===== config.mk =====
export PLATFORM = sky130hd
export DESIGN_NAME = fir_output_requantizer
export DESIGN_NICKNAME = d
export VERILOG_FILES = /design/src/rtl/fir_pkg.sv /design/src/rtl/fir_sample_fifo.sv /design/src/rtl/fir_output_requantizer.sv
export SDC_FILE = /design/constraint.sdc
export NUM_CORES = 1
export LEC_CHECK = 0
export ABC_AREA = 1
export CAP_MARGIN = 20
export CORE_ASPECT_RATIO = 0.5
export CORE_MARGIN = 8
export CORE_UTILIZATION = 30
export DETAILED_ROUTE_END_ITERATION = 12
export PLACE_DENSITY_LB_ADDON = 0.2
export SLEW_MARGIN = 20
export SYNTH_ARGS = -nofsm -noshare
export SYNTH_HDL_FRONTEND = slang
export SYNTH_SLANG_ARGS = --single-unit

===== constraint.sdc =====
create_clock -name clk -period 2.2 [get_ports clk]
set_input_delay 0.55 -clock clk [delete_from_list [all_inputs] [get_ports clk]]
set_output_delay 0.55 -clock clk [all_outputs]
set_load 0.05 [all_outputs]

===== src/rtl/fir_pkg.sv =====
// Shared FIR constants, sample typedefs and saturation bound helpers used by the
// FIR block, its output requantizer and their benches.
package fir_pkg;

    localparam int FIR_IN_WIDTH  = 16;
    localparam int FIR_OUT_WIDTH = 38;

    typedef logic signed [FIR_IN_WIDTH-1:0]  fir_sample_t;
    typedef logic signed [FIR_OUT_WIDTH-1:0] fir_acc_t;

    function automatic longint SAT_MAX(input int w);
        return (longint'(1) <<< (w - 1)) - 1;
    endfunction

    function automatic longint SAT_MIN(input int w);
        return -(longint'(1) <<< (w - 1));
    endfunction

endpackage


===== src/rtl/fir_sample_fifo.sv =====
// Show-ahead synchronous FIFO for requantized samples; the head output holds the
// last popped word while empty so downstream sees a stable value.
module fir_sample_fifo #(
    parameter int WIDTH = 16,
    parameter int DEPTH = 4
) (
    input  logic                     clk,
    input  logic                     reset,
    input  logic                     push,
    input  logic [WIDTH-1:0]         push_data,
    input  logic                     pop,
    output logic [WIDTH-1:0]         head,
    output logic                     full,
    output logic                     empty,
    output logic [$clog2(DEPTH):0]   level
);

    localparam int AW = $clog2(DEPTH);

    logic [WIDTH-1:0] mem [DEPTH];
    logic [AW-1:0]    wr_ptr;
    logic [AW-1:0]    rd_ptr;
    logic [WIDTH-1:0] last_head;
    logic             do_push;
    logic             do_pop;

    assign empty   = (level == '0);
    assign full    = (level == (AW+1)'(DEPTH));
    assign do_pop  = pop && !empty;
    // A full FIFO still accepts a push when the same edge frees a slot.
    assign do_push = push && (!full || do_pop);
    assign head    = empty ? last_head : mem[rd_ptr];

    always_ff @(posedge clk or posedge reset) begin
        if (reset) begin
            wr_ptr    <= '0;
            rd_ptr    <= '0;
            level     <= '0;
            last_head <= '0;
        end else begin
            if (do_push) begin
                wr_ptr <= wr_ptr + 1'b1;
            end
            if (do_pop) begin
                rd_ptr    <= rd_ptr + 1'b1;
                last_head <= mem[rd_ptr];
            end
            level <= level + (AW+1)'(do_push) - (AW+1)'(do_pop);
        end
    end

    always_ff @(posedge clk) begin
        if (do_push) begin
            mem[wr_ptr] <= push_data;
        end
    end

endmodule


===== src/rtl/fir_output_requantizer.sv =====
// FIR output requantizer: decimate, round, saturate and buffer samples for the DAC side.
// Define FIRQ_CONVERGENT_ROUND_EN for round-half-to-even instead of round-half-up.
module fir_output_requantizer
    import fir_pkg::*;
#(
    parameter int IN_WIDTH   = FIR_OUT_WIDTH,
    parameter int OUT_WIDTH  = 16,
    parameter int SHIFT      = 15,
    parameter int DECIM      = 2,
    parameter int FIFO_DEPTH = 4
) (
    input  logic                          clk,
    input  logic                          reset,
    input  logic signed [IN_WIDTH-1:0]    in_data,
    input  logic                          in_valid,
    output logic signed [OUT_WIDTH-1:0]   out_data,
    output logic                          out_valid,
    input  logic                          out_ready,
    output logic [$clog2(FIFO_DEPTH):0]   fifo_level,
    output logic                          overflow,
    output logic                          drop
);

    localparam int QW = IN_WIDTH + 1 - SHIFT;
    localparam int PW = (DECIM > 1) ? $clog2(DECIM) : 1;
    localparam logic signed [QW-1:0] Q_MAX = QW'(SAT_MAX(OUT_WIDTH));
    localparam logic signed [QW-1:0] Q_MIN = QW'(SAT_MIN(OUT_WIDTH));

    // One extra MSB keeps the half-LSB addition from wrapping at full scale.
    function automatic logic signed [QW-1:0] round_shift(input logic signed [IN_WIDTH-1:0] x);
        logic        [IN_WIDTH:0] half;
        logic signed [IN_WIDTH:0] r;
        half = (IN_WIDTH+1)'(1) << (SHIFT - 1);
`ifdef FIRQ_CONVERGENT_ROUND_EN
        if ((x[SHIFT-1:0] == half[SHIFT-1:0]) && !x[SHIFT]) begin
            half = '0;
        end
`endif
        r = $signed({x[IN_WIDTH-1], x} + half);
        return QW'(r >>> SHIFT);
    endfunction

    // MSB of the result flags that the value was clipped.
    function automatic logic [OUT_WIDTH:0] saturate(input logic signed [QW-1:0] q);
        if (q > Q_MAX) begin
            return {1'b1, Q_MAX[OUT_WIDTH-1:0]};
        end else if (q < Q_MIN) begin
            return {1'b1, Q_MIN[OUT_WIDTH-1:0]};
        end
        return {1'b0, q[OUT_WIDTH-1:0]};
    endfunction

    logic [PW-1:0]              phase;
    logic                       keep;
    logic signed [QW-1:0]       q_p1;
    logic                       vld_p1;
    logic [OUT_WIDTH:0]         sat_res;
    logic signed [OUT_WIDTH-1:0] sat_p2;
    logic                       vld_p2;
    logic                       fifo_full;
    logic                       fifo_empty;
    logic                       pop;

    assign keep      = in_valid && (phase == '0);
    assign sat_res   = saturate(q_p1);
    assign out_valid = !fifo_empty;
    assign pop       = out_valid && out_ready;

    always_ff @(posedge clk or posedge reset) begin
        if (reset) begin
            phase <= '0;
        end else if (in_valid) begin
            phase <= (phase == PW'(DECIM - 1)) ? '0 : phase + 1'b1;
        end
    end

    // Stage 1: round kept samples
    always_ff @(posedge clk or posedge reset) begin
        if (reset) begin
            vld_p1 <= 1'b0;
        end else begin
            vld_p1 <= keep;
        end
    end

    always_ff @(posedge clk) begin
        if (keep) begin
            q_p1 <= round_shift(in_data);
        end
    end

    // Stage 2: saturate and flag status, then push to the FIFO
    always_ff @(posedge clk or posedge reset) begin
        if (reset) begin
            vld_p2   <= 1'b0;
            overflow <= 1'b0;
            drop     <= 1'b0;
        end else begin
            vld_p2 <= vld_p1;
            if (vld_p1 && sat_res[OUT_WIDTH]) begin
                overflow <= 1'b1;
            end
            if (vld_p2 && fifo_full && !pop) begin
                drop <= 1'b1;
            end
        end
    end

    always_ff @(posedge clk) begin
        if (vld_p1) begin
            sat_p2 <= sat_res[OUT_WIDTH-1:0];
        end
    end

    fir_sample_fifo #(
        .WIDTH (OUT_WIDTH),
        .DEPTH (FIFO_DEPTH)
    ) u_fifo (
        .clk       (clk),
        .reset     (reset),
        .push      (vld_p2),
        .push_data (sat_p2),
        .pop       (pop),
        .head      (out_data),
        .full      (fifo_full),
        .empty     (fifo_empty),
        .level     (fifo_level)
    );

endmodule


Yosys cells after proc, flatten, opt, wreduce, memory -nomap -nowiden
Memory sizes are Yosys's and may differ from the RTL's.
Index checks and enable logic that the tools add are counted.
Word-level totals
  bits in writable memories: 64
  register bits: 68
  word-level logic and storage cells: 43
  memories: 1
Memory list
  u_fifo.mem: depth 4, bits a word 16, read ports 1, clocked after memory_dff 0, write ports 1, line fir_sample_fifo.sv:20  | logic [WIDTH-1:0] mem [DEPTH];
Operators by class
  add/sub/neg operators: 6
  bitwise operators: 1
  eq/ne operators: 1
  muxes and demuxes: 9
  reduce and logical (&&, ||, !) cells: 12
  order comparisons: 2
Operator list (number)
  $mux 17: 3
  $add 38x16->39 const B: 1
  $gt 24x16->1 const B: 1
  $lt 24x16->1 const B: 1
  $mux 16: 1
  $logic_and 1x1->1: 7
  $mux 1: 5
  $add 2x1->2 const B: 2
  $add 3x1->3: 1
  $eq 3x3->1 const B: 1
  $logic_not 1->1: 3
  $logic_not 3->1: 1
  $sub 3x1->3: 1
  $add 1x1->1 const B: 1
  $logic_or 1x1->1: 1
  $not 1->1: 1

Depth between registers and ports, before layout
  depth in word-level cells: 8
  mapped depth: 10
  depth with buffers taken out: 10

By module
Synthesis repeated with hierarchy kept, for this count alone.
Second synthesis, totals
  cell total of the unflattened synthesis: 579
  area, all modules: 5916.9 sq um
By module, submodules not included
  fir_sample_fifo: seq. area each 2497.4 sq um, cells each 341, instances 1, area an instance 3709.8 sq um
  fir_output_requantizer: seq. area each 1326.3 sq um, cells each 238, instances 1, area an instance 2207.1 sq um

Worst setup path after synthesis
Ideal clock, no wire load.
  path type: register -> output
  from: reg u_fifo.level[1]
  to: out out_data[11]
  data arrival time: 2217 ps
  slack: -567 ps
  buffers on the path: 1
  cell stages (with the launch flop): 6
  data required time: 1650 ps
  path through: dfrtp_1 > nor2_1 > nand2_1 > inv_2 > buf_2 > o21ai_1
On the way
  word-level cells in the longest chain between the ends: 2
RTL lines
  start: declaration: line fir_sample_fifo.sv:15  | output logic [$clog2(DEPTH):0] level
  start signal: assignment: line fir_sample_fifo.sv:48  | level <= level + (AW+1)'(do_push) - (AW+1)'(do_pop);
  $logic_not 3->1: line fir_sample_fifo.sv:27  | assign empty = (level == '0);
  $mux 16: line fir_sample_fifo.sv:32  | assign head = empty ? last_head : mem[rd_ptr];
  end: declaration: line fir_output_requantizer.sv:16  | output logic signed [OUT_WIDTH-1:0] out_data,
Every way passes these cells.

Final worst setup path
  from: reg u_fifo.rd_ptr[0]
  to: out out_data[13]
On the way
  word-level cells in the longest chain between the ends: 2
RTL lines
  start: declaration: line fir_sample_fifo.sv:22  | logic [AW-1:0] rd_ptr;
  start signal: assignment: line fir_sample_fifo.sv:45  | rd_ptr <= rd_ptr + 1'b1;
  $mem_v2 4x16
  $mux 16: line fir_sample_fifo.sv:32
Every way passes these cells.

==> flow_summary.ini <==
[critical_path]
path_cells = buf_6 -> clkbuf_16 -> nand2_1 -> nand3_1 -> nand2_2 -> o21ai_2 -> buf_12
cp.arrival_ns = 1.69
cp-start-kind = register
crit_family = buffers and inverters
cp_slowest_cell = dfrtp_2
slowest_delay_ns = 0.42
endpoint_kind = primary output
cp_max_fo = 7
crit_buf_inv = 3
crit_required_ns = 1.65
path_class = register to primary output

[job]
maxCapViolations = 0

[sta]
fin_skew_ns = 0.0120
max_freq_ghz = 0.446
fin_crit_ns = 2.24
finalSetupViolCount = 10
finalMaxSlewViolations = 0
finalHoldViolCount = 0
fin_tns_setup_ns = -0.201
whs_ns = 0.464
worstMarginPinSlew_ns = 0.628
rsz0062_at_grt = true
layout_setup_ws_ns = -0.0429
fin_crit_sh = 1.02
slew_headroom = 0.581

[die]
coreArea_mm2 = 0.0192
die_w_um = 213
dieArea_mm2 = 0.0243
start_util = 0.302
rows = 36
die_y_um = 114
ios = 64

[run_status]
status = finished, violations left
failed_checks = negative setup slack

[pwr]
p_leak_nw = 3.18
power.share.combinational = 0.472
switchingPower_mw = 4.71
ir_worst_vdd_v = 0.000498
seq_power_share = 0.293
power_density_mw_per_mm2 = 1550
switching_share = 0.371
power.internal_mw = 8.00
clkPwrFrac = 0.235

[synthesis]
synth_top_area_cell = edfxtp_1
avgSynthCellArea_um2 = 10.4
ys_top_cells_by_area = edfxtp_1, nand2_1, dfrtp_1
synth_cell_type_count = 24
syn_nets = 608
synth_top_area_share = 0.538
yosys_warnings = 0
postSynthCellCount = 558
yosysSeqAreaShare = 0.659
synth_area_mm2 = 0.00580
synth-seq-cells = 132

[final_layout]
final_cell_mix = nand2_1, edfxtp_1, nor2_1
antenna_cells = 0
final_net_count = 690
layout_commonest_cell = nand2_1
syn2layout_area_growth_pct = 40.9
drive_gt1_frac = 0.256
final.fill_count = 1849
final_util = 0.426

[placed_design]
routabilityCongestion = 0.877
hpwlAfterDp_mm = 8.68
place_ws_ns = -0.100
port_buffers = 49

[grt]
grt_start_max_net_pins = 34
grt_pass1_vias = 3836
grt_use_total = 0.113
antenna_found_initial = 0
grt-ovfl-total = 0
grt_pass1_wl_mm = 21.0

[routing]
first_pass_iters = 4
routedWlPerCell_um = 14.3
vias_per_cell = 4.21
drtIter0Drc = 217
drcViolationCount = 0
routed-via-count = 3868
totalWireLength_mm = 13.1
drt.antenna.violating_nets = 0

[clocking]
numCtsBuffers = 17
clock_path_buffers = 2
cts_root_buf = clkbuf_16
insertion_delay_ns = 0.41
ctsHoldBuffers = 0
path_clk_slew_ns = 0.06
cts_tree = yes
htreeDepth = 4
cts.sinks = 132

[min_path]
hp-class = register to register
## power by group through the flow
stage	clock, mW	combinational, mW	sequential [mW]
2_1_floorplan	0	2.92	3.78
3_3_place_gp	0	5.11	3.74
3_5_place_dp	0	5.14	3.76
4_1_cts	3.05	5.77	3.72
5_1_grt	3.13	6.37	3.80
6_report	2.98	6.00	3.73
## path summary, 6_finish.rpt
check                                 start                to  slack [ns]  cells past startpoint
setup / recovery           u_fifo.rd_ptr[0]      out_data[13]       -0.04                      7
hold / removal                     overflow          overflow        0.46                      2
setup reg to reg            u_fifo.level[1]   u_fifo.level[1]        0.30                     10
hold reg to reg                    overflow          overflow        0.46                      2
max in group asynchronous             reset  u_fifo.rd_ptr[0]        1.35                      3
min in group asynchronous             reset   u_fifo.level[1]        0.54                      3
## stage by stage
step / total power [mW] / cell area (µm²) / cells
floorplan: 6.70 / 5960 / 558
global placement: 8.85 / 7080 / 874
detailed placement: 8.90 / 7080 / 874
CTS: 12.5 / 7980 / 916
global route: 13.3 / 8170 / 919
finish: 12.7 / 8170 / 919
## registers in the layout, summed over array words and instances, names as in the netlist
name,flops
sat_p2,16
u_fifo.mem,64
u_fifo.last_head,16
drop,1
u_fifo.rd_ptr,2
q_p1,24
u_fifo.level,3
u_fifo.wr_ptr,2
vld_p1,1
vld_p2,1
overflow,1
phase,1
## cells in the mapped netlist
cell type and number:
inv_1 22, nand3b_1 7, o21ai_2 1, buf_4 4, edfxtp_1 104, dfrtp_1 28
nand3_2 1, nand2_1 216, fa_1 1, nand3_1 35, nor2_1 43, clkbuf_1 1
nor2_2 6, ha_1 7, nand2_2 6, clkinv_1 1, o21ai_1 33, buf_2 14
o21bai_1 1, nor3_1 1, xnor2_1 7, inv_2 5, xor2_1 12, nor2_4 2
## layer usage
| metal | track usage | part of all wire |
|---|---|---|
| met4 | 0.0412 | 0.0078 |
| met3 | 0.0298 | 0.042 |
| met1 | 0.157 | 0.52 |
| met5 | 0 | 0 |
| met2 | 0.166 | 0.43 |
## what timing repair did
| item | in CTS | in global routing |
|---|---|---|
| pin swaps | 8 | 24 |
| gates resized for setup | 35 | 45 |
| buffers inserted | 6 | 3 |
| setup endpoints to repair | 19 | 18 |
| gates cloned | 5 | 2 |
## tightest hold or removal path: stages, from the launching register on
cell and delay (ns):
dfrtp_1 0.34, inv_1 0.04, nand2_1 0.06
## kinds of logic (layout without fill, tap and decap cells)
logic type,Yosys count,in the layout,synth area share
AO/OA/AOI/OAI,35,35,0.0313
XOR/XNOR,19,19,0.0287
adder cells (fa/ha/maj),8,8,0.0185
buffers and inverters,47,142,0.0360
flip-flops,132,132,0.659
AND/OR/NAND/NOR,317,317,0.226
## final cells by class
type	instances	area [µm²]	share of cell area
flip-flops and latches	132	3830	0.468
multi-input cells	379	2140	0.262
repair buffers	82	1130	0.139
clock buffers	20	437	0.0534
well taps	266	333	0.0407
clock inverters	12	185	0.0227
inverters	28	120	0.0147
(Power assumes the default switching activity.)
